===== config.mk =====
export PLATFORM = sky130hd
export DESIGN_NAME = id_queue_stage
export DESIGN_NICKNAME = d
export VERILOG_FILES = /design/src/rtl/id_queue_stage_pkg.sv /design/src/rtl/id_queue_stage_dec_logic.sv /design/src/rtl/id_queue_stage.sv
export SDC_FILE = /design/constraint.sdc
export NUM_CORES = 1
export LEC_CHECK = 0
export ABC_AREA = 0
export ABC_CLOCK_PERIOD_IN_PS = 4380
export BUFFER_PORTS_ARGS = -buffer_cell sky130_fd_sc_hd__buf_2
export CORE_ASPECT_RATIO = 0.9
export CORE_MARGIN = 4
export CORE_UTILIZATION = 55
export DETAILED_ROUTE_END_ITERATION = 7
export PLACE_DENSITY = 0.74
export SYNTH_ARGS = -nofsm -noshare
export SYNTH_HDL_FRONTEND = slang
export SYNTH_SLANG_ARGS = --single-unit

===== constraint.sdc =====
create_clock -name clk -period 4.38 [get_ports clk]
set_input_delay 0.438 -clock clk [delete_from_list [all_inputs] [get_ports clk]]
set_output_delay 0.438 -clock clk [all_outputs]
set_load 0.01 [all_outputs]

===== src/rtl/id_queue_stage_pkg.sv =====
`default_nettype none
// ============================================================================
//  Module      : id_queue_stage_pkg
//  Description : MIPS opcode/funct encodings, ALU operation and branch-type
//                enums, and the decoded-instruction bundle used by the
//                queued instruction-decode stage.
//  Revision    : 1.0 - initial release
// ============================================================================
package id_queue_stage_pkg;

   localparam int XLEN = 32;

   // Primary opcodes
   localparam logic [5:0] OP_RTYPE = 6'h00;
   localparam logic [5:0] OP_J     = 6'h02;
   localparam logic [5:0] OP_JAL   = 6'h03;
   localparam logic [5:0] OP_BEQ   = 6'h04;
   localparam logic [5:0] OP_BNE   = 6'h05;
   localparam logic [5:0] OP_ADDI  = 6'h08;
   localparam logic [5:0] OP_ADDIU = 6'h09;
   localparam logic [5:0] OP_SLTI  = 6'h0A;
   localparam logic [5:0] OP_SLTIU = 6'h0B;
   localparam logic [5:0] OP_ORI   = 6'h0D;
   localparam logic [5:0] OP_XORI  = 6'h0E;
   localparam logic [5:0] OP_LUI   = 6'h0F;
   localparam logic [5:0] OP_LW    = 6'h23;
   localparam logic [5:0] OP_SW    = 6'h2B;

   // R-type funct codes
   localparam logic [5:0] FUNC_SLL  = 6'h00;
   localparam logic [5:0] FUNC_SRL  = 6'h02;
   localparam logic [5:0] FUNC_SRA  = 6'h03;
   localparam logic [5:0] FUNC_SLLV = 6'h04;
   localparam logic [5:0] FUNC_SRLV = 6'h06;
   localparam logic [5:0] FUNC_SRAV = 6'h07;
   localparam logic [5:0] FUNC_JR   = 6'h08;
   localparam logic [5:0] FUNC_ADD  = 6'h20;
   localparam logic [5:0] FUNC_ADDU = 6'h21;
   localparam logic [5:0] FUNC_SUB  = 6'h22;
   localparam logic [5:0] FUNC_SUBU = 6'h23;
   localparam logic [5:0] FUNC_AND  = 6'h24;
   localparam logic [5:0] FUNC_OR   = 6'h25;
   localparam logic [5:0] FUNC_XOR  = 6'h26;
   localparam logic [5:0] FUNC_NOR  = 6'h27;
   localparam logic [5:0] FUNC_SLT  = 6'h2A;
   localparam logic [5:0] FUNC_SLTU = 6'h2B;

   typedef enum logic [3:0] {
      ALU_ADD = 4'd0,
      ALU_SUB = 4'd1,
      ALU_AND = 4'd2,
      ALU_OR  = 4'd3,
      ALU_XOR = 4'd4,
      ALU_NOR = 4'd5,
      ALU_SLT = 4'd6,
      ALU_SLL = 4'd7,
      ALU_SRL = 4'd8,
      ALU_SRA = 4'd9
   } aluop_t;

   typedef enum logic [1:0] {
      BR_NONE = 2'b00,
      BR_JR   = 2'b01,
      BR_BEQ  = 2'b10,
      BR_BNE  = 2'b11
   } br_t;

   // Everything EX needs about one instruction; PCs are carried at full
   // 32-bit width and trimmed to PC_W at the stage outputs.
   typedef struct packed {
      logic [XLEN-1:0] pc;
      logic [4:0]      rs;
      logic [4:0]      rt;
      logic [4:0]      wr_addr;
      logic            reg_wr;
      logic            mem_rd;
      logic            mem_wr;
      aluop_t          aluop;
      logic            sign;
      logic [XLEN-1:0] ext_imm;
      logic            use_imm;
      br_t             branch;
      logic            illegal;
      logic [XLEN-1:0] jump_target;
      logic [XLEN-1:0] link_val;
   } dec_bundle_t;

   function automatic logic [XLEN-1:0] sext16(input logic [15:0] imm);
      return {{16{imm[15]}}, imm};
   endfunction

endpackage : id_queue_stage_pkg
`default_nettype wire


===== src/rtl/id_queue_stage_dec_logic.sv =====
`default_nettype none
// ============================================================================
//  Module      : dec_logic
//  Description : Purely combinational MIPS decoder: one instruction word plus
//                its PC in, one decoded bundle out, plus the hazard-relevant
//                "reads rt" and "is J/JAL" flags.
//  Revision    : 1.0 - initial release
// ============================================================================
module dec_logic
   import id_queue_stage_pkg::*;
(
   input  logic [31:0]  ins,
   input  logic [31:0]  pc,
   output dec_bundle_t  dec,
   output logic         reads_rt,
   output logic         is_jump
);

   logic [5:0]  w_op;
   logic [5:0]  w_funct;
   logic [4:0]  w_rs;
   logic [4:0]  w_rt;
   logic [4:0]  w_rd;
   logic [4:0]  w_shamt;
   logic [15:0] w_imm;
   logic [31:0] w_pc_plus4;

   assign w_op       = ins[31:26];
   assign w_rs       = ins[25:21];
   assign w_rt       = ins[20:16];
   assign w_rd       = ins[15:11];
   assign w_shamt    = ins[10:6];
   assign w_funct    = ins[5:0];
   assign w_imm      = ins[15:0];
   assign w_pc_plus4 = pc + 32'd4;

   // Field decode; every output starts from a safe "do nothing" default
   always_comb begin
      dec             = '0;
      dec.pc          = pc;
      dec.rs          = w_rs;
      dec.rt          = w_rt;
      dec.aluop       = ALU_ADD;
      dec.branch      = BR_NONE;
      // J/JAL target keeps the top nibble of pc+4, replaces the rest
      dec.jump_target = (w_pc_plus4 & 32'hF000_0000) | {4'h0, ins[25:0], 2'b00};
      dec.link_val    = pc + 32'd8;
      reads_rt        = 1'b0;
      is_jump         = 1'b0;

      case (w_op)
         OP_RTYPE: begin
            reads_rt    = 1'b1;
            dec.ext_imm = {27'h0, w_shamt};
            dec.wr_addr = w_rd;
            dec.reg_wr  = 1'b1;
            case (w_funct)
               FUNC_ADD, FUNC_ADDU: dec.aluop = ALU_ADD;
               FUNC_SUB, FUNC_SUBU: dec.aluop = ALU_SUB;
               FUNC_AND:            dec.aluop = ALU_AND;
               FUNC_OR:             dec.aluop = ALU_OR;
               FUNC_XOR:            dec.aluop = ALU_XOR;
               FUNC_NOR:            dec.aluop = ALU_NOR;
               FUNC_SLT: begin
                  dec.aluop = ALU_SLT;
                  dec.sign  = 1'b1;
               end
               FUNC_SLTU:           dec.aluop = ALU_SLT;
               FUNC_SLL: begin
                  dec.aluop   = ALU_SLL;
                  dec.use_imm = 1'b1;
               end
               FUNC_SRL: begin
                  dec.aluop   = ALU_SRL;
                  dec.use_imm = 1'b1;
               end
               FUNC_SRA: begin
                  dec.aluop   = ALU_SRA;
                  dec.use_imm = 1'b1;
                  dec.sign    = 1'b1;
               end
               FUNC_SLLV:           dec.aluop = ALU_SLL;
               FUNC_SRLV:           dec.aluop = ALU_SRL;
               FUNC_SRAV: begin
                  dec.aluop = ALU_SRA;
                  dec.sign  = 1'b1;
               end
               FUNC_JR: begin
                  dec.branch  = BR_JR;
                  dec.reg_wr  = 1'b0;
                  dec.wr_addr = 5'd0;
               end
               default: begin
                  dec.illegal = 1'b1;
                  dec.reg_wr  = 1'b0;
                  dec.wr_addr = 5'd0;
               end
            endcase
         end
         OP_ADDI, OP_ADDIU, OP_LW: begin
            dec.ext_imm = sext16(w_imm);
            dec.use_imm = 1'b1;
            dec.wr_addr = w_rt;
            dec.reg_wr  = 1'b1;
            dec.mem_rd  = (w_op == OP_LW);
         end
         OP_SLTI, OP_SLTIU: begin
            dec.aluop   = ALU_SLT;
            dec.sign    = (w_op == OP_SLTI);
            dec.ext_imm = sext16(w_imm);
            dec.use_imm = 1'b1;
            dec.wr_addr = w_rt;
            dec.reg_wr  = 1'b1;
         end
         OP_ORI, OP_XORI: begin
            dec.aluop   = (w_op == OP_ORI) ? ALU_OR : ALU_XOR;
            dec.ext_imm = {16'h0, w_imm};
            dec.use_imm = 1'b1;
            dec.wr_addr = w_rt;
            dec.reg_wr  = 1'b1;
         end
         OP_LUI: begin
            // rs is r0 in a LUI encoding, so ADD passes the shifted immediate
            dec.ext_imm = {w_imm, 16'h0};
            dec.use_imm = 1'b1;
            dec.wr_addr = w_rt;
            dec.reg_wr  = 1'b1;
         end
         OP_SW: begin
            reads_rt    = 1'b1;
            dec.ext_imm = sext16(w_imm);
            dec.use_imm = 1'b1;
            dec.mem_wr  = 1'b1;
         end
         OP_BEQ, OP_BNE: begin
            // EX compares rs and rt by XOR; the offset rides in ext_imm
            reads_rt    = 1'b1;
            dec.aluop   = ALU_XOR;
            dec.ext_imm = sext16(w_imm);
            dec.branch  = (w_op == OP_BEQ) ? BR_BEQ : BR_BNE;
         end
         OP_J: begin
            is_jump = 1'b1;
         end
         OP_JAL: begin
            is_jump     = 1'b1;
            dec.reg_wr  = 1'b1;
            dec.wr_addr = 5'd31;
         end
         default: begin
            dec.illegal = 1'b1;
         end
      endcase
   end

endmodule : dec_logic
`default_nettype wire


===== src/rtl/id_queue_stage.sv =====
`default_nettype none
// ============================================================================
//  Module      : id_queue_stage
//  Description : Decoupled MIPS decode stage. Fetched instructions sit in a
//                circular queue; the head is decoded and moved into a
//                registered bundle towards EX under valid/ready, with a
//                load-use interlock, J/JAL redirect and flush.
//  Revision    : 1.0 - initial release
// ============================================================================
module id_queue_stage
   import id_queue_stage_pkg::*;
#(
   parameter int QDEPTH = 4,    // power of two, >= 2
   parameter int PC_W   = 32    // 28..32
)(
   input  logic                          clk,
   input  logic                          rst,
   input  logic                          if_valid,
   output logic                          if_ready,
   input  logic [31:0]                   if_ins,
   input  logic [PC_W-1:0]               if_pc,
   input  logic                          flush,
   input  logic                          ex_mem_rd,
   input  logic [4:0]                    ex_wr_addr,
   output logic                          id_valid,
   input  logic                          id_ready,
   output logic [PC_W-1:0]               id_pc,
   output logic [4:0]                    rd_addr_a,
   output logic [4:0]                    rd_addr_b,
   output logic [4:0]                    wr_addr,
   output logic                          reg_wr,
   output logic                          mem_rd,
   output logic                          mem_wr,
   output aluop_t                        aluop,
   output logic                          sign,
   output logic [31:0]                   ext_imm,
   output logic                          use_imm,
   output logic [1:0]                    branch,
   output logic                          illegal,
   output logic                          redirect_valid,
   output logic [PC_W-1:0]               redirect_pc,
   output logic [PC_W-1:0]               link_val,
   output logic [$clog2(QDEPTH+1)-1:0]   q_count
);

   localparam int PTR_W = $clog2(QDEPTH);
   localparam int CNT_W = $clog2(QDEPTH+1);

   logic [31:0]     ins_mem_q [QDEPTH];
   logic [PC_W-1:0] pc_mem_q  [QDEPTH];

   logic [PTR_W-1:0] rd_ptr_q, rd_ptr_d;
   logic [PTR_W-1:0] wr_ptr_q, wr_ptr_d;
   logic [CNT_W-1:0] count_q,  count_d;
   logic             id_valid_q, id_valid_d;
   logic             redirect_q, redirect_d;
   dec_bundle_t      bundle_q, bundle_d;

   dec_bundle_t      head_dec;
   logic             head_reads_rt;
   logic             head_is_jump;
   logic             w_hazard;
   logic             w_load;
   logic             w_jump_load;
   logic             w_enq;

   dec_logic u_dec (
      .ins      (ins_mem_q[rd_ptr_q]),
      .pc       (32'(pc_mem_q[rd_ptr_q])),
      .dec      (head_dec),
      .reads_rt (head_reads_rt),
      .is_jump  (head_is_jump)
   );

   // Handshake and interlock terms derived from the current head
   always_comb begin
      w_hazard    = ex_mem_rd && (ex_wr_addr != 5'd0) &&
                    ((ex_wr_addr == head_dec.rs) ||
                     ((ex_wr_addr == head_dec.rt) && head_reads_rt));
      w_load      = (!id_valid_q || id_ready) && (count_q != '0) &&
                    !w_hazard && !flush;
      w_jump_load = w_load && head_is_jump;
      // Entries behind a J/JAL are dead, so nothing is accepted that cycle
      w_enq       = if_valid && if_ready && !w_jump_load && !flush;
   end

   assign if_ready = (count_q != CNT_W'(QDEPTH));

   // Next-state for queue pointers and the output register; flush wins
   always_comb begin
      rd_ptr_d   = rd_ptr_q;
      wr_ptr_d   = wr_ptr_q;
      count_d    = count_q;
      id_valid_d = id_valid_q;
      redirect_d = 1'b0;
      bundle_d   = bundle_q;
      if (flush) begin
         rd_ptr_d   = '0;
         wr_ptr_d   = '0;
         count_d    = '0;
         id_valid_d = 1'b0;
      end else if (w_jump_load) begin
         rd_ptr_d   = wr_ptr_q;
         count_d    = '0;
         id_valid_d = 1'b1;
         redirect_d = 1'b1;
         bundle_d   = head_dec;
      end else begin
         if (w_enq) begin
            wr_ptr_d = wr_ptr_q + PTR_W'(1);
         end
         if (w_load) begin
            rd_ptr_d = rd_ptr_q + PTR_W'(1);
            bundle_d = head_dec;
         end
         count_d    = count_q + CNT_W'(w_enq) - CNT_W'(w_load);
         id_valid_d = w_load ? 1'b1 : (id_ready ? 1'b0 : id_valid_q);
      end
   end

   // Control state and output register
   always_ff @(posedge clk) begin
      if (rst) begin
         rd_ptr_q   <= '0;
         wr_ptr_q   <= '0;
         count_q    <= '0;
         id_valid_q <= 1'b0;
         redirect_q <= 1'b0;
         bundle_q   <= '0;
      end else begin
         rd_ptr_q   <= rd_ptr_d;
         wr_ptr_q   <= wr_ptr_d;
         count_q    <= count_d;
         id_valid_q <= id_valid_d;
         redirect_q <= redirect_d;
         bundle_q   <= bundle_d;
      end
   end

   // Queue storage; contents are only meaningful below count_q
   always_ff @(posedge clk) begin
      if (w_enq) begin
         ins_mem_q[wr_ptr_q] <= if_ins;
         pc_mem_q[wr_ptr_q]  <= if_pc;
      end
   end

   assign id_valid       = id_valid_q;
   assign redirect_valid = redirect_q;
   assign q_count        = count_q;
   assign id_pc          = bundle_q.pc[PC_W-1:0];
   assign rd_addr_a      = bundle_q.rs;
   assign rd_addr_b      = bundle_q.rt;
   assign wr_addr        = bundle_q.wr_addr;
   assign reg_wr         = bundle_q.reg_wr;
   assign mem_rd         = bundle_q.mem_rd;
   assign mem_wr         = bundle_q.mem_wr;
   assign aluop          = bundle_q.aluop;
   assign sign           = bundle_q.sign;
   assign ext_imm        = bundle_q.ext_imm;
   assign use_imm        = bundle_q.use_imm;
   assign branch         = bundle_q.branch;
   assign illegal        = bundle_q.illegal;
   assign redirect_pc    = bundle_q.jump_target[PC_W-1:0];
   assign link_val       = bundle_q.link_val[PC_W-1:0];

endmodule : id_queue_stage
`default_nettype wire


Word level (Yosys, flattened, before mapping)
Memories as Yosys holds them, arrays and structs flattened. A register that Yosys moved wholly into a read port is not among the register bits.
Index checks and enable logic that the tools add are counted.
- add/subtract/negate cells: 6
- eq/ne operators: 32
- mux-type cells: 33
- bitwise gates (word level): 3
- reduce and logical (&&, ||, !) cells: 45
- operators by type and width (cell ; number):
    $mux W155 ; 2
    $pmux W32 S4 ; 1
    $eq A6 B6 Y1 const B ; 12
    $eq A6 B4 Y1 const B ; 8
    $pmux W4 S9 ; 1
    $add A32 B3 Y32 const B ; 1
    $add A32 B4 Y32 const B ; 1
    $or A32 B28 Y32 ; 1
    $eq A6 B3 Y1 const B ; 5
    $eq A6 B2 Y1 const B ; 4
    $reduce_or A2 Y1 ; 10
    $pmux W6 S3 ; 1
    $reduce_or A17 Y1 ; 1
    $pmux W4 S4 ; 1
    $reduce_or A16 Y1 ; 1
    $reduce_or A8 Y1 ; 2
    $mux W1 ; 15
    $reduce_or A13 Y1 ; 1
    $logic_not A6 Y1 ; 2
    $mux W2 ; 6
    $reduce_or A3 Y1 ; 4
    $eq A5 B5 Y1 ; 2
    $logic_and A1 B1 Y1 ; 10
    $reduce_or A9 Y1 ; 1
    16 further kinds ; 26
- register bits after elaboration: 164
- RAM bits: 256
- output and inout port bits: 161
- word-level logic and storage cells: 141
- memories kept: 2
- memories (memory ; depth ; width ; read ports ; clocked after Yosys merged registers in ; write ports ; line ; source):
    ins_mem_q ; 4 ; 32 ; 1 ; 1 ; 1 ; id_queue_stage.sv:49 ; logic [31:0] ins_mem_q [QDEPTH];
    pc_mem_q ; 4 ; 32 ; 1 ; 1 ; 1 ; id_queue_stage.sv:50 ; logic [PC_W-1:0] pc_mem_q [QDEPTH];

Depth between registers and ports, before layout
- word-level depth: 15
- mapped depth: 16

Hierarchy
A second synthesis with hierarchy kept.
- cells, all modules: 1374
- area total of the unflattened synthesis: 17205.3 um^2
- by module, submodules not included (module ; instances ; cells each ; area an instance (um^2) ; sequential area each (um^2)):
    id_queue_stage ; 1 ; 1085 ; 15193.3 ; 11010.6
    dec_logic ; 1 ; 289 ; 2011.9 ; 0.0

Worst setup path before layout
OpenSTA, ideal clock, no wires.
- kind: register -> register
- start: register (tool-made name)
- end: memory ins_mem_q[1][0], enable pin
- data arrival time: 3.476 ns
- setup slack: 0.475 ns
- cell stages (with the launch flop): 8
- period minus slack after synthesis: 3.905 ns
- path through: dfxtp_1 -> buf_6 -> buf_12 -> mux4_1 -> xnor2_1 -> nand4_1 -> o21ai_1 -> and3_1
- RTL lines (what ; line):
    to (decl) ; id_queue_stage.sv:49

==> flow_summary.yaml <==
grt:
  grt_max_degree: 137
  grt_use_total: 0.253
  grt_pass1_vias: 11000
  grt_pass1_wl_um: 65700
  overflow: 0
  antenna_found_initial: 4
routing:
  via_per_inst: 6.17
  drt_iter0_markers: 1034
  routedWlPerCell_um: 23.3
  drt_first_pass_iters: 5
  dr_total_vias: 11300
  routed_wl_um: 42900
  ant_nets: 0
  drc: 0
floorplan:
  std_cell_rows: 60
  core_mm2: 0.0300
  dieHeight_um: 174
  ios: 236
  die_x_um: 192
  die-area_mm2: 0.0333
  initial_core_util: 0.559
layout:
  fillers: 2208
  drive_above_1_share: 0.277
  area_delta_synth_final_pct: 15.8
  fin_util: 0.647
  fin_nets: 1488
setup_path:
  startpoint_type: "register"
  rr_endpoint: "q_count[2]"
  cp.arrival_ns: 4.09
  critPathRequiredTime_ns: 4.81
  timing.reg2reg.setup_slack_ns: 0.72
  crit_type: "register to register"
  critPathCaptureType: "register"
  cpPeakStageDelay_ns: 0.70
  cp_slowest_cell: "mux4_2"
  critPathMaxFanout: 20
  worst-r2r-cell-count: 13
  crit_chain: "mux4_2, or3_1, o32ai_1, nand4b_1, nand2_1, inv_2, ha_1, inv_1, ha_1, fa_1, xnor2_1, xnor2_1, nor3_1"
power_and_ir_drop:
  power_density_mw_per_mm2: 426
  p_leak_uw: 0.00674
  ir_drop_v: 0.000350
cts:
  hold_buffers: 0
  cts_max_level: 2
  cts_root_buf: "clkbuf_16"
  clkLatencyLatePin_ns: 0.54
  cts_made_buffers: 41
  cts_tree: "yes"
  cts_sinks: 407
  clk_pin_slew_ns: 0.06
  post_cts_buffers: 0
  cts_resized: 0
  clk_path_buf_depth: 3
placement:
  gp_congestion: 0.872
  io_buffers: 233
  post-place-ws_ns: 0.718
  hpwl_um: 28100
logic_synthesis:
  ys.flop_type: "edfxtp_1"
  syn-cell-area_mm2: 0.0167
  synth_cells: 1211
  synth.distinct_cells: 76
  netlist.area_leader.share: 0.459
  synth_edf_count: 256
  ys_seq_area_frac: 0.640
  syn_avg_cell_area_um2: 13.8
  synthArstFlopShare: 0
  synth.top_cells.by_area: "edfxtp_1, dfxtp_1, mux4_2"
  synth_top_cell_by_area: "edfxtp_1"
  yosysWarnings: 0
  synth_seq_cells: 407
run:
  drv_cap: 0
min_path:
  hold_class: "input pin to register"
  hold_end: "pc_mem_q[2][8]"
  hp-start: "if_pc[8]"
  hold_depth: 1
sta:
  fmax_ghz: 0.273
  fin_ws_ns: 0.720
  finalClockSkew_ns: 0.0200
  finalHoldViolations: 0
  holdWs_ns: 0.111
  slew_viol_final: 0
  period_needed_ns: 3.66
  relSlewSlack: 0.0821
  tns_ns: 0
  fin_crit_sh: 0.836
  setup_violations: 0
  worstMarginPinSlew_ns: 1.37
  rsz0062_at_grt: "false"
outcome:
  status: "finished clean"
## state kept, by name, indices dropped and copies added, names as in the netlist, 3 cells and up, named ones only
name         flops
ins_mem_q      128
rd_addr_b        4
aluop            4
q_count          3
id_pc           32
link_val        29
rd_addr_a        4
redirect_pc     22
ext_imm         32
wr_addr          5
pc_mem_q       128
## synth_stat cells (5+ instances only)
cell type and instances:
nand2b_1 6, nor3_1 12, a22oi_1 9, nand3_1 76, nand2_1 31, buf_2 31
edfxtp_1 256, nand4_1 24, a21oi_1 142, xnor2_1 22, nor2_1 20, mux4_2 46
inv_1 9, ha_1 7, nor2b_1 9, a211oi_1 45, o21ai_0 86, dfxtp_1 151
and3_1 12, and2_1 5, mux4_1 18, buf_4 18, a211oi_2 10, clkbuf_1 49
a31oi_1 5, o2bb2ai_1 5, xor2_1 21
## routing by layer
metal	global-route usage	routed length (um)	up-vias
met2	0.395	20300	562
met4	0.0706	1140	6
met1	0.360	17400	5597
li1	-	-	5097
met3	0.0576	4020	87
met5	0	29	-
## worst max path at each step
stage | startpoint | to | slack [ns]
floorplan | register | ins_mem_q[1][0] | 0.48
global route | register | q_count[2] | 0.51
CTS | register | q_count[2] | 0.70
global placement | register | q_count[2] | 0.77
detailed placement | register | q_count[2] | 0.72
finish | register | q_count[2] | 0.72
## cell type report
type / instances / area (um2) / area share
Clock buffer: 53 / 1090 / 0.0563
Antenna cell: 1 / 2.50 / 0.000129
Multi-Input combinational cell: 686 / 5430 / 0.280
Tap cell: 403 / 504 / 0.0260
Inverter: 10 / 37.5 / 0.00194
Timing Repair Buffer: 259 / 1440 / 0.0742
Sequential cell: 407 / 10700 / 0.553
Clock inverter: 20 / 165 / 0.00852
## metrics by stage
stage                     power [uW]  std cells  instance area (um2)
after floorplan                 4770       1212                16700
after global placement          5030       1765                18100
after detailed placement        5040       1765                18100
after CTS                       8310       1838                19400
after global routing            8550       1839                19400
final                           8260       1839                19400
## cells in the final DEF (no fill, tap or decap), drive strengths merged, types with 4 or more instances in the layout
cell type | netlist | layout
nand2b | 6 | 6
nand3b | 4 | 4
dfxtp | 151 | 151
nor3 | 15 | 15
clkinv | 0 | 17
a22oi | 9 | 9
edfxtp | 256 | 256
clkbuf | 50 | 53
mux4 | 64 | 64
nand3 | 78 | 78
xnor2 | 22 | 22
nor2 | 21 | 21
nor4 | 4 | 4
and3 | 12 | 12
ha | 7 | 7
nor2b | 9 | 9
nand2 | 33 | 33
and2 | 5 | 5
o2bb2ai | 5 | 5
a31oi | 6 | 6
o21ai | 89 | 89
or4 | 4 | 4
a211oi | 55 | 55
a21oi | 143 | 143
nand4 | 27 | 27
o21a | 4 | 4
inv | 10 | 11
or2 | 4 | 4
buf | 59 | 259
xor2 | 21 | 21
nor3b | 4 | 4
## power by group
group / internal, uW / total (uW) / switching (uW) / leakage [uW]
Sequential: 4190 / 4260 / 62.6 / 0.00355
Clock: 1880 / 3290 / 1410 / 0.000616
Combinational: 263 / 715 / 453 / 0.00258
## kinds of logic after synthesis
logic type | Yosys count | synth area share
flops | 407 | 0.640
xor+xnor | 43 | 0.0225
mux | 67 | 0.0920
buf+inv | 119 | 0.0386
fa+ha+maj | 8 | 0.00643
other cells | 1 | 0.000224
compound gates | 326 | 0.116
simple gates | 240 | 0.0844
## worst max-delay path, delay by kind of cell, from the launching register on
family	cells	cell delay, ns
adders and majority gates	3	0.83
muxes	1	0.70
and+or+nand+nor	4	0.85
xor gates and xnor gates	2	0.32
DFF	1	0.57
buffers and inverters	2	0.09
AOI/OAI and AO/OA	1	0.19
Power figures use the tool's default switching activity.
